## src/rtl/egress_scheduler_if.sv

```systemverilog
// Port bundle for egress_scheduler: per-ingress request/data strobes in,
// grant/ownership/status out, plus FSM and round-robin pointer debug taps.
interface egress_scheduler_if #(
    parameter int NUM_PORTS = 4
);
    // Strobes are level-qualified per cycle: dest is meaningful only while the
    // matching dest_valid bit is 1, in_eop only while in_valid is 1; there is
    // no backpressure, every asserted strobe is consumed in its cycle.
    logic [NUM_PORTS-1:0]      dest_valid;
    logic [NUM_PORTS-1:0][1:0] dest;
    logic [NUM_PORTS-1:0]      in_valid;
    logic [NUM_PORTS-1:0]      in_eop;
    logic [NUM_PORTS-1:0]      grant;
    logic [NUM_PORTS-1:0]      egress_busy;
    logic [NUM_PORTS-1:0][1:0] egress_owner;
    logic [NUM_PORTS-1:0]      timeout_err;
    logic [NUM_PORTS-1:0]      drop;
    logic [NUM_PORTS-1:0][1:0] dbg_state;
    logic [NUM_PORTS-1:0][1:0] dbg_rr_ptr;

    modport master (
        output dest_valid, dest, in_valid, in_eop,
        input  grant, egress_busy, egress_owner, timeout_err, drop,
        input  dbg_state, dbg_rr_ptr
    );

    modport slave (
        input  dest_valid, dest, in_valid, in_eop,
        output grant, egress_busy, egress_owner, timeout_err, drop,
        output dbg_state, dbg_rr_ptr
    );
endinterface

```

## src/rtl/egress_scheduler.sv

```systemverilog
// Packet-level crossbar scheduler: per-ingress IDLE/WAIT/ACTIVE FSMs and an
// independent round-robin arbiter per egress; owners hold until eop or idle timeout.
module egress_scheduler #(
    parameter int NUM_PORTS = 4,
    parameter int TIMEOUT   = 64
) (
    input logic               clk,
    input logic               reset,
    egress_scheduler_if.slave bus
);
    typedef enum logic [1:0] {
        ST_IDLE   = 2'd0,
        ST_WAIT   = 2'd1,
        ST_ACTIVE = 2'd2
    } state_e;

    localparam logic [7:0] TIMEOUT_C = 8'(TIMEOUT);

    state_e                    state_q [NUM_PORTS];
    state_e                    state_d [NUM_PORTS];
    logic [NUM_PORTS-1:0][1:0] pdest_q, pdest_d;
    logic [NUM_PORTS-1:0][7:0] cnt_q, cnt_d;
    logic [NUM_PORTS-1:0][1:0] rr_q, rr_d;
    logic [NUM_PORTS-1:0]      busy_q, busy_d;
    logic [NUM_PORTS-1:0][1:0] owner_q, owner_d;
    logic [NUM_PORTS-1:0]      grant_q, grant_d;
    logic [NUM_PORTS-1:0]      timeout_q, timeout_d;
    logic [NUM_PORTS-1:0]      drop_q, drop_d;

    logic [NUM_PORTS-1:0]      release_v;
    logic [NUM_PORTS-1:0]      to_hit;
    logic [NUM_PORTS-1:0]      win;
    logic [1:0]                cand;

    // An owner gives up its egress on eop, or when this idle cycle would bring
    // the counter to TIMEOUT; eop takes priority over a coincident timeout.
    always_comb begin
        release_v = '0;
        to_hit    = '0;
        for (int i = 0; i < NUM_PORTS; i++) begin
            if (state_q[i] == ST_ACTIVE) begin
                if (bus.in_valid[i] && bus.in_eop[i]) begin
                    release_v[i] = 1'b1;
                end else if (!bus.in_valid[i] && (cnt_q[i] + 8'd1 >= TIMEOUT_C)) begin
                    release_v[i] = 1'b1;
                    to_hit[i]    = 1'b1;
                end
            end
        end
    end

    // Free egresses scan WAIT ingresses from rr_q; busy_d doubles as the
    // "already granted" flag so only the first candidate in scan order wins.
    always_comb begin
        win     = '0;
        busy_d  = busy_q;
        owner_d = owner_q;
        rr_d    = rr_q;
        cand    = '0;
        for (int e = 0; e < NUM_PORTS; e++) begin
            if (!busy_q[e]) begin
                for (int k = 0; k < NUM_PORTS; k++) begin
                    cand = rr_q[e] + 2'(k);
                    if (!busy_d[e] && state_q[cand] == ST_WAIT && pdest_q[cand] == 2'(e)) begin
                        busy_d[e]  = 1'b1;
                        owner_d[e] = cand;
                        rr_d[e]    = cand + 2'd1;
                        win[cand]  = 1'b1;
                    end
                end
            end
        end
        for (int i = 0; i < NUM_PORTS; i++) begin
            if (release_v[i]) begin
                busy_d[pdest_q[i]]  = 1'b0;
                owner_d[pdest_q[i]] = '0;
            end
        end
    end

    always_comb begin
        for (int i = 0; i < NUM_PORTS; i++) begin
            state_d[i]   = state_q[i];
            pdest_d[i]   = pdest_q[i];
            cnt_d[i]     = cnt_q[i];
            drop_d[i]    = 1'b0;
            timeout_d[i] = to_hit[i];
            case (state_q[i])
                ST_IDLE: begin
                    if (bus.dest_valid[i]) begin
                        pdest_d[i] = bus.dest[i];
                        state_d[i] = ST_WAIT;
                    end
                end
                ST_WAIT: begin
                    drop_d[i] = bus.dest_valid[i];
                    if (win[i]) begin
                        state_d[i] = ST_ACTIVE;
                        cnt_d[i]   = '0;
                    end
                end
                ST_ACTIVE: begin
                    drop_d[i] = bus.dest_valid[i] && !(bus.in_valid[i] && bus.in_eop[i]);
                    if (release_v[i]) begin
                        // Only an eop release may chain straight into a new request.
                        if (!to_hit[i] && bus.dest_valid[i]) begin
                            state_d[i] = ST_WAIT;
                            pdest_d[i] = bus.dest[i];
                        end else begin
                            state_d[i] = ST_IDLE;
                        end
                    end else if (bus.in_valid[i]) begin
                        cnt_d[i] = '0;
                    end else if (cnt_q[i] < TIMEOUT_C) begin
                        cnt_d[i] = cnt_q[i] + 8'd1;
                    end
                end
                default: state_d[i] = ST_IDLE;
            endcase
            grant_d[i] = (state_d[i] == ST_ACTIVE);
        end
    end

    always_ff @(posedge clk) begin
        if (reset) begin
            for (int i = 0; i < NUM_PORTS; i++) begin
                state_q[i] <= ST_IDLE;
            end
            pdest_q   <= '0;
            cnt_q     <= '0;
            rr_q      <= '0;
            busy_q    <= '0;
            owner_q   <= '0;
            grant_q   <= '0;
            timeout_q <= '0;
            drop_q    <= '0;
        end else begin
            for (int i = 0; i < NUM_PORTS; i++) begin
                state_q[i] <= state_d[i];
            end
            pdest_q   <= pdest_d;
            cnt_q     <= cnt_d;
            rr_q      <= rr_d;
            busy_q    <= busy_d;
            owner_q   <= owner_d;
            grant_q   <= grant_d;
            timeout_q <= timeout_d;
            drop_q    <= drop_d;
        end
    end

    assign bus.grant        = grant_q;
    assign bus.egress_busy  = busy_q;
    assign bus.egress_owner = owner_q;
    assign bus.timeout_err  = timeout_q;
    assign bus.drop         = drop_q;
    assign bus.dbg_rr_ptr   = rr_q;

    for (genvar g = 0; g < NUM_PORTS; g++) begin : g_dbg
        assign bus.dbg_state[g] = state_q[g];
    end
endmodule

```

## src/flat_wrapper.sv

```systemverilog
// flat-port wrapper written by rule: the top's interface ports become plain ports
module egress_scheduler_flat 
#(
    parameter int NUM_PORTS = 4,
    parameter int TIMEOUT   = 64
)
  (clk, reset, bus_dest_valid, bus_dest, bus_in_valid, bus_in_eop, bus_grant, bus_egress_busy, bus_egress_owner, bus_timeout_err, bus_drop, bus_dbg_state, bus_dbg_rr_ptr);
  egress_scheduler_if #(.NUM_PORTS(NUM_PORTS)) bus_i ();
  input logic clk;
  input logic reset;
  input wire logic [$bits(bus_i.dest_valid)-1:0] bus_dest_valid;
  input wire logic [$bits(bus_i.dest)-1:0] bus_dest;
  input wire logic [$bits(bus_i.in_valid)-1:0] bus_in_valid;
  input wire logic [$bits(bus_i.in_eop)-1:0] bus_in_eop;
  output wire logic [$bits(bus_i.grant)-1:0] bus_grant;
  output wire logic [$bits(bus_i.egress_busy)-1:0] bus_egress_busy;
  output wire logic [$bits(bus_i.egress_owner)-1:0] bus_egress_owner;
  output wire logic [$bits(bus_i.timeout_err)-1:0] bus_timeout_err;
  output wire logic [$bits(bus_i.drop)-1:0] bus_drop;
  output wire logic [$bits(bus_i.dbg_state)-1:0] bus_dbg_state;
  output wire logic [$bits(bus_i.dbg_rr_ptr)-1:0] bus_dbg_rr_ptr;
  assign bus_i.dest_valid = bus_dest_valid;
  assign bus_i.dest = bus_dest;
  assign bus_i.in_valid = bus_in_valid;
  assign bus_i.in_eop = bus_in_eop;
  assign bus_grant = bus_i.grant;
  assign bus_egress_busy = bus_i.egress_busy;
  assign bus_egress_owner = bus_i.egress_owner;
  assign bus_timeout_err = bus_i.timeout_err;
  assign bus_drop = bus_i.drop;
  assign bus_dbg_state = bus_i.dbg_state;
  assign bus_dbg_rr_ptr = bus_i.dbg_rr_ptr;
  egress_scheduler #(.NUM_PORTS(NUM_PORTS), .TIMEOUT(TIMEOUT)) u_core (.clk(clk), .reset(reset), .bus(bus_i));
endmodule
```

## config.mk

```make
export PLATFORM = sky130hd
export DESIGN_NAME = egress_scheduler_flat
export DESIGN_NICKNAME = d
export VERILOG_FILES = /design/src/rtl/egress_scheduler_if.sv /design/src/rtl/egress_scheduler.sv /design/src/flat_wrapper.sv
export SDC_FILE = /design/constraint.sdc
export NUM_CORES = 1
export LEC_CHECK = 0
export BUFFER_PORTS_ARGS = -buffer_cell sky130_fd_sc_hd__buf_2
export CORE_MARGIN = 4
export CORE_UTILIZATION = 54
export DETAILED_ROUTE_END_ITERATION = 10
export GPL_ROUTABILITY_DRIVEN = 1
export PLACE_DENSITY = 0.73
export SLEW_MARGIN = 10
export SYNTH_ARGS = -nofsm -noshare
export SYNTH_HDL_FRONTEND = slang
export SYNTH_SLANG_ARGS = --single-unit
```

## constraint.sdc

```tcl
create_clock -name clk -period 6.5 [get_ports clk]
set_clock_uncertainty 0.2 [all_clocks]
set_input_delay 1.3 -clock clk [delete_from_list [all_inputs] [get_ports clk]]
set_output_delay 1.3 -clock clk [all_outputs]
set_load 0.05 [all_outputs]
```

# Word-level counts from Yosys, hierarchy flattened
# Memories as Yosys holds them, arrays and structs flattened. A register that Yosys moved wholly into a read port is not among the register bits.
# Cells that the tools add are included.
[word_totals]
input_bits = 22
elab_cells = 611
ram_bits = 8
register_bits = 72
memories = 1
[classes]
eq_ne = 64
muxes = 283
n_bitwise = 39
n_reduce_logical = 128
n_lt_le_gt_ge = 48
n_addsub = 28
[memory_table]
columns = ["memory", "words", "width", "rd", "rd_ports_with_merged_regs", "write_ports", "line", "source"]
rows = [
  ["u_core.state_q", 4, 2, 20, 4, 4, "egress_scheduler.sv:19", "state_e state_q [NUM_PORTS];"],
]
[op_table]
columns = ["cell", "n"]
rows = [
  ["$mux W2", 92],
  ["$mux W8", 20],
  ["$mux W4", 36],
  ["$mux W1", 79],
  ["$logic_and A1 B1 Y1", 68],
  ["$bmux W2 S2", 16],
  ["$pmux W8 S2", 4],
  ["$lt A2 B3 Y1 const B", 20],
  ["$or A4 B4 Y4", 15],
  ["$eq A2 B1 Y1 const B", 24],
  ["$demux W1 S2", 20],
  ["$ge A2 B1 Y1 const B", 20],
  ["$add A2 B1 Y2 const B", 16],
  ["$add A8 B1 Y8 const B", 4],
  ["$and A8 B8 Y8", 4],
  ["$eq A2 B2 Y1 const B", 16],
  ["$ge A8 B7 Y1 const B", 4],
  ["$lt A8 B7 Y1 const B", 4],
  ["$not A8 Y8", 4],
  ["$reduce_and A4 Y1", 8],
  ["$logic_not A1 Y1", 28],
  ["$ne A2 B2 Y1 const B", 12],
  ["$pmux W2 S3", 4],
  ["$add A2 B2 Y2 const B", 8],
  ["other kinds (13)", 64],
]

# Longest topological paths before layout
[logic_depth]
word_depth = 60
mapped_depth = 13
depth_no_buf = 10

# Least setup slack after synthesis
# OpenSTA, ideal clock, no wires.
[synth_path]
path_type = "register to register"
from = "register u_core.rr_q (netlist bit u_core.bus.dbg_rr_ptr[0])"
to = "register u_core.cnt_q[11] (netlist bit)"
slack_ns = 2.500
required_time_ns = 6.217
path_stages_with_launch = 13
setup_ns = 0.083
n_path_buf = 3
arrival_time_ns = 3.717
cell_sequence = "dfxtp_1 buf_2 clkinv_1 ha_1 inv_1 mux4_2 nor4_4 a222oi_1 and3_1 buf_6 or2_1 buf_6 o31ai_4"
[synth_between]
elab_chain_len = 59
elab_cells_between_ends = 104
cone_classes = "add/sub: 3; order compare: 8; eq/ne: 4; mux: 54; bitwise: 15; reduce/logical: 19; memory: 1"
[synth_lines]
columns = ["item", "line", "source"]
rows = [
  ["start: declaration", "egress_scheduler.sv:23", "logic [NUM_PORTS-1:0][1:0] rr_q, rr_d;"],
  ["start signal: assignment", "egress_scheduler.sv:143", "rr_q <= rr_d;"],
  ["parallel branches: the longest is 19 deep, another holds $lt A2 B3 Y1", "--", ""],
  ["$mux W4 *", "egress_scheduler.sv:64", "if (!busy_d[e] && state_q[cand] == ST_WAIT && pdest_q[cand] == 2'(e)) begin"],
  ["$mux W4 *", "egress_scheduler.sv:61", "if (!busy_q[e]) begin"],
  ["$or A4 B4 Y4 (no source line)", "--", ""],
  ["$mux W4", "egress_scheduler.sv:64", ""],
  ["$mux W4", "egress_scheduler.sv:61", ""],
  ["$or A4 B4 Y4 (no source line)", "--", ""],
  ["$mux W4", "egress_scheduler.sv:64", ""],
  ["(+25 left out)", "--", ""],
  ["$or A4 B4 Y4 (no source line)", "--", ""],
  ["$mux W4", "egress_scheduler.sv:64", ""],
  ["$mux W4", "egress_scheduler.sv:61", ""],
  ["$or A4 B4 Y4 (no source line)", "--", ""],
  ["$mux W4", "egress_scheduler.sv:64", ""],
  ["$mux W4 *", "egress_scheduler.sv:61", ""],
  ["$ne A2 B1 Y1 (no source line) *", "--", ""],
  ["$reduce_and A4 Y1 (no source line) *", "--", ""],
  ["end signal: assignment", "egress_scheduler.sv:142", "cnt_q <= cnt_d;"],
  ["end: declaration", "egress_scheduler.sv:22", "logic [NUM_PORTS-1:0][7:0] cnt_q, cnt_d;"],
]
# Every way passes the cells marked *. The select of a mux whose other input is x is not followed.
# A chain may end at the register's enable or synchronous reset.

# Worst setup path in the final report
[layout_path]
from = "register u_core.rr_q (netlist bit u_core.bus.dbg_rr_ptr[0])"
to = "register u_core.cnt_q[13] (netlist bit)"
# Same word-level chain as after synthesis.

==> load_flow_metrics.sql <==
INSERT INTO impl_metrics (metric_group, metric, value, unit) VALUES
('grt', 'grt.total_usage', '0.264', ''),
('worst_setup_path', 'cpPeakStageDelay', '0.65', 'ns'),
('worst_setup_path', 'cp_cell_sequence', 'clkinv_1 > ha_1 > inv_1 > mux4_2 > nor4_4 > a222oi_1 > and3_1 > or2_1 > o31ai_4', ''),
('cts', 'numClockSinks', '88', ''),
('placement', 'port_buffers', '61', ''),
('cts', 'cts_max_level', '3', ''),
('outcome', 'outcome', 'finished, final reports clean', ''),
('logic_synthesis', 'ys_async_sr_fraction', '0', ''),
('routing', 'ant_nets', '0', ''),
('logic_synthesis', 'postSynthNetCount', '928', ''),
('routing', 'drc', '0', ''),
('logic_synthesis', 'synth_top_cells_by_area', 'dfxtp_1, ha_1, mux4_2', ''),
('logic_synthesis', 'synth_top_area_cell', 'dfxtp_1', ''),
('worst_setup_path', 'r2r.worst_path.cells', '9', ''),
('floorplanning', 'floorplan.die_area', '15500', 'um2'),
('logic_synthesis', 'yosys_register_bits', '88', ''),
('worst_setup_path', 'timing.critical_path.to_type', 'flop', ''),
('worst_setup_path', 'timing_worst_setup_path_type', 'reg -> reg', ''),
('pwr', 'peakVddDrop', '0.000157', 'V'),
('placement', 'placed_cells_incl_taps', '1062', ''),
('routing', 'routed_wire_length_per_instance', '19.5', 'um'),
('logic_synthesis', 'netlist_top_cells_count', 'dfxtp_1, nor2_1, nand2_1, o21ai_0, ha_1', ''),
('worst_setup_path', 'worstReg2RegStart', 'u_core.bus.dbg_rr_ptr[0]', ''),
('sta', 'relative_slew_slack', '0.217', ''),
('finish', 'syn_to_final_growth', '8.13', '%'),
('floorplanning', 'io_pins', '62', ''),
('floorplanning', 'start_util', '0.553', ''),
('placement', 'dp.final_hpwl', '15500', 'um'),
('finish', 'antenna_cells', '0', ''),
('finish', 'instances_no_fill', '1077', ''),
('logic_synthesis', 'synth_edf_count', '0', ''),
('worst_setup_path', 'critical_path.slowest_cell', 'dfxtp_1', ''),
('cts', 'cts_tree', 'done', ''),
('cts', 'cts_root_buffer', 'clkbuf_16', ''),
('worst_setup_path', 'critPathArrivalTime', '4.31', 'ns'),
('cts', 'post_cts_resized', '0', ''),
('sta', 'final_max_slew_viol_count', '0', ''),
('worst_hold_path', 'cell_count_of_the_worst_hold_path', '1', ''),
('sta', 'post-route-worst-setup-slack', '2.25', 'ns'),
('sta', 'post-route-period-util', '0.654', ''),
('cts', 'longest_clk_path_bufs', '2', ''),
('sta', 'timing_worst_slew_pin_value', '1.16', 'ns'),
('routing', 'violation_count_after_the_first_detailed_routing_iteration', '837', ''),
('grt', 'grt_pass1_wl', '34300', 'um'),
('grt', 'first_global_vias', '6494', ''),
('cts', 'postCtsSetupRepairBufs', '0', ''),
('sta', 'final.min_clock_period', '4.25', 'ns'),
('cts', 'cts_buffers', '9', ''),
('worst_setup_path', 'critical_path_peak_fanout', '13', ''),
('sta', 'report.final.hold_viol_count', '0', ''),
('floorplanning', 'row_count', '42', ''),
('finish', 'post_route_cells_drive_above_1_share', '0.168', ''),
('logic_synthesis', 'synth_area', '7350', 'um2'),
('placement', 'place_worst_setup_slack', '2.31', 'ns'),
('worst_setup_path', 'regToRegSetupSlack', '2.25', 'ns'),
('sta', 'setup_violations', '0', ''),
('finish', 'final_nets', '963', ''),
('logic_synthesis', 'average_footprint_of_a_synthesized_cell', '8.53', 'um2'),
('worst_setup_path', 'worstSetupStartpointType', 'flop', ''),
('grt', 'grt_remaining_overflow', '0', ''),
('worst_hold_path', 'worst_hold_path_type', 'reg -> reg', ''),
('sta', 'tns', '0', 'ns'),
('grt', 'grt_max_degree', '45', ''),
('pwr', 'power_per_cell_area', '279', 'nW/um2'),
('cts', 'reg_clk_slew_reported_paths', '0.07', 'ns'),
('floorplanning', 'core_area', '13300', 'um2'),
('logic_synthesis', 'netlist_instances', '862', ''),
('worst_setup_path', 'timing.rr.end', 'u_core.cnt_q[13]', ''),
('routing', 'detail_route.first_pass.iterations', '6', ''),
('logic_synthesis', 'synth_largest_type_area_fraction', '0.240', ''),
('worst_hold_path', 'hold_path.startpoint', 'u_core.cnt_q[22]', '');
cell type report:
class	count	area (um2)
tap	176	220
fill	1176	5350
inverter	35	131
sequential	88	1760
clock buffer	11	243
timing repair buffer	65	335
multi-input combinational	698	5230
clock inverter	4	28.8
where the power goes:
group	total [mW]	internal, mW	leakage [nW]	switching (mW)
Clock	0.493	0.268	0.128	0.224
Combinational	0.997	0.373	2.18	0.623
Sequential	0.731	0.590	0.714	0.141
Total	2.22	1.23	3.03	0.988
cells by family after synthesis:
family / synth area share
AO/OA/AOI/OAI: 0.240
multiplexers: 0.0927
AND/OR/NAND/NOR: 0.298
adder cells (fa/ha/maj): 0.0749
XOR/XNOR: 0.00596
buffers and inverters: 0.0490
flip-flops: 0.240
worst max path at each step:
stage | start | endpoint | cells after the start
floorplan | u_core.bus.dbg_rr_ptr[0] | u_core.cnt_q[11] | 12
global placement | u_core.bus.dbg_rr_ptr[0] | u_core.cnt_q[11] | 9
detailed placement | u_core.bus.dbg_rr_ptr[0] | u_core.cnt_q[13] | 9
CTS | u_core.bus.dbg_rr_ptr[0] | u_core.cnt_q[13] | 9
global route | u_core.bus.dbg_rr_ptr[0] | u_core.cnt_q[9] | 10
finish | u_core.bus.dbg_rr_ptr[0] | u_core.cnt_q[13] | 9
sequential cells by signal, indices dropped and copies added (netlist names), named ones only:
register                 count
u_core.pdest_q               8
u_core.bus.egress_busy       4
u_core.cnt_q                32
u_core.bus.egress_owner      8
u_core.bus.drop              4
u_core.bus.dbg_rr_ptr        8
u_core.state_q               8
u_core.bus.grant             4
u_core.bus.timeout_err       4
metal layers:
| layer | part of all wire | track usage | up-vias | wire length, um |
|---|---|---|---|---|
| li1 | - | - | 3388 | - |
| met1 | 0.44 | 0.372 | 3335 | 9260 |
| met2 | 0.45 | 0.407 | 360 | 9360 |
| met4 | 0.030 | 0.103 | 0 | 631 |
| met3 | 0.082 | 0.0412 | 52 | 1730 |
| met5 | 0 | 0 | - | 0 |
worst reg2reg max path: stages (launching register included):
cell	delay, ns
dfxtp_1	0.65
clkinv_1	0.46
ha_1	0.45
inv_1	0.22
mux4_2	0.59
nor4_4	0.41
a222oi_1	0.21
and3_1	0.30
or2_1	0.43
o31ai_4	0.24
placed cells by master, fill, tap and decap left out, types with 8 or more instances in the layout:
cell type	n
a21oi_1	42
a31oi_1	22
and3_1	19
buf_2	61
clkbuf_16	9
dfxtp_1	88
ha_1	44
inv_1	33
mux2i_1	16
mux4_2	21
nand2_1	58
nand2b_1	21
nand3_1	31
nand4_1	9
nand4bb_1	8
nor2_1	76
nor2b_1	14
nor3_1	31
nor4_1	15
o211ai_1	8
o21a_1	8
o21ai_0	45
o22ai_1	9
o31ai_1	11
or2_2	10
metrics by stage:
stage                     utilization  power [mW]  hold slack, ns  instance area [um2]
final                           0.598        2.22           0.281                 7950
after global routing            0.598        2.35           0.300                 7950
after CTS                       0.598        2.21           0.278                 7950
after detailed placement        0.578        1.71           0.268                 7680
after global placement          0.578        1.72           0.260                 7680
after floorplan                     -        1.50           0.244                 7350
Note: power is estimated with default switching activity, not from simulation.
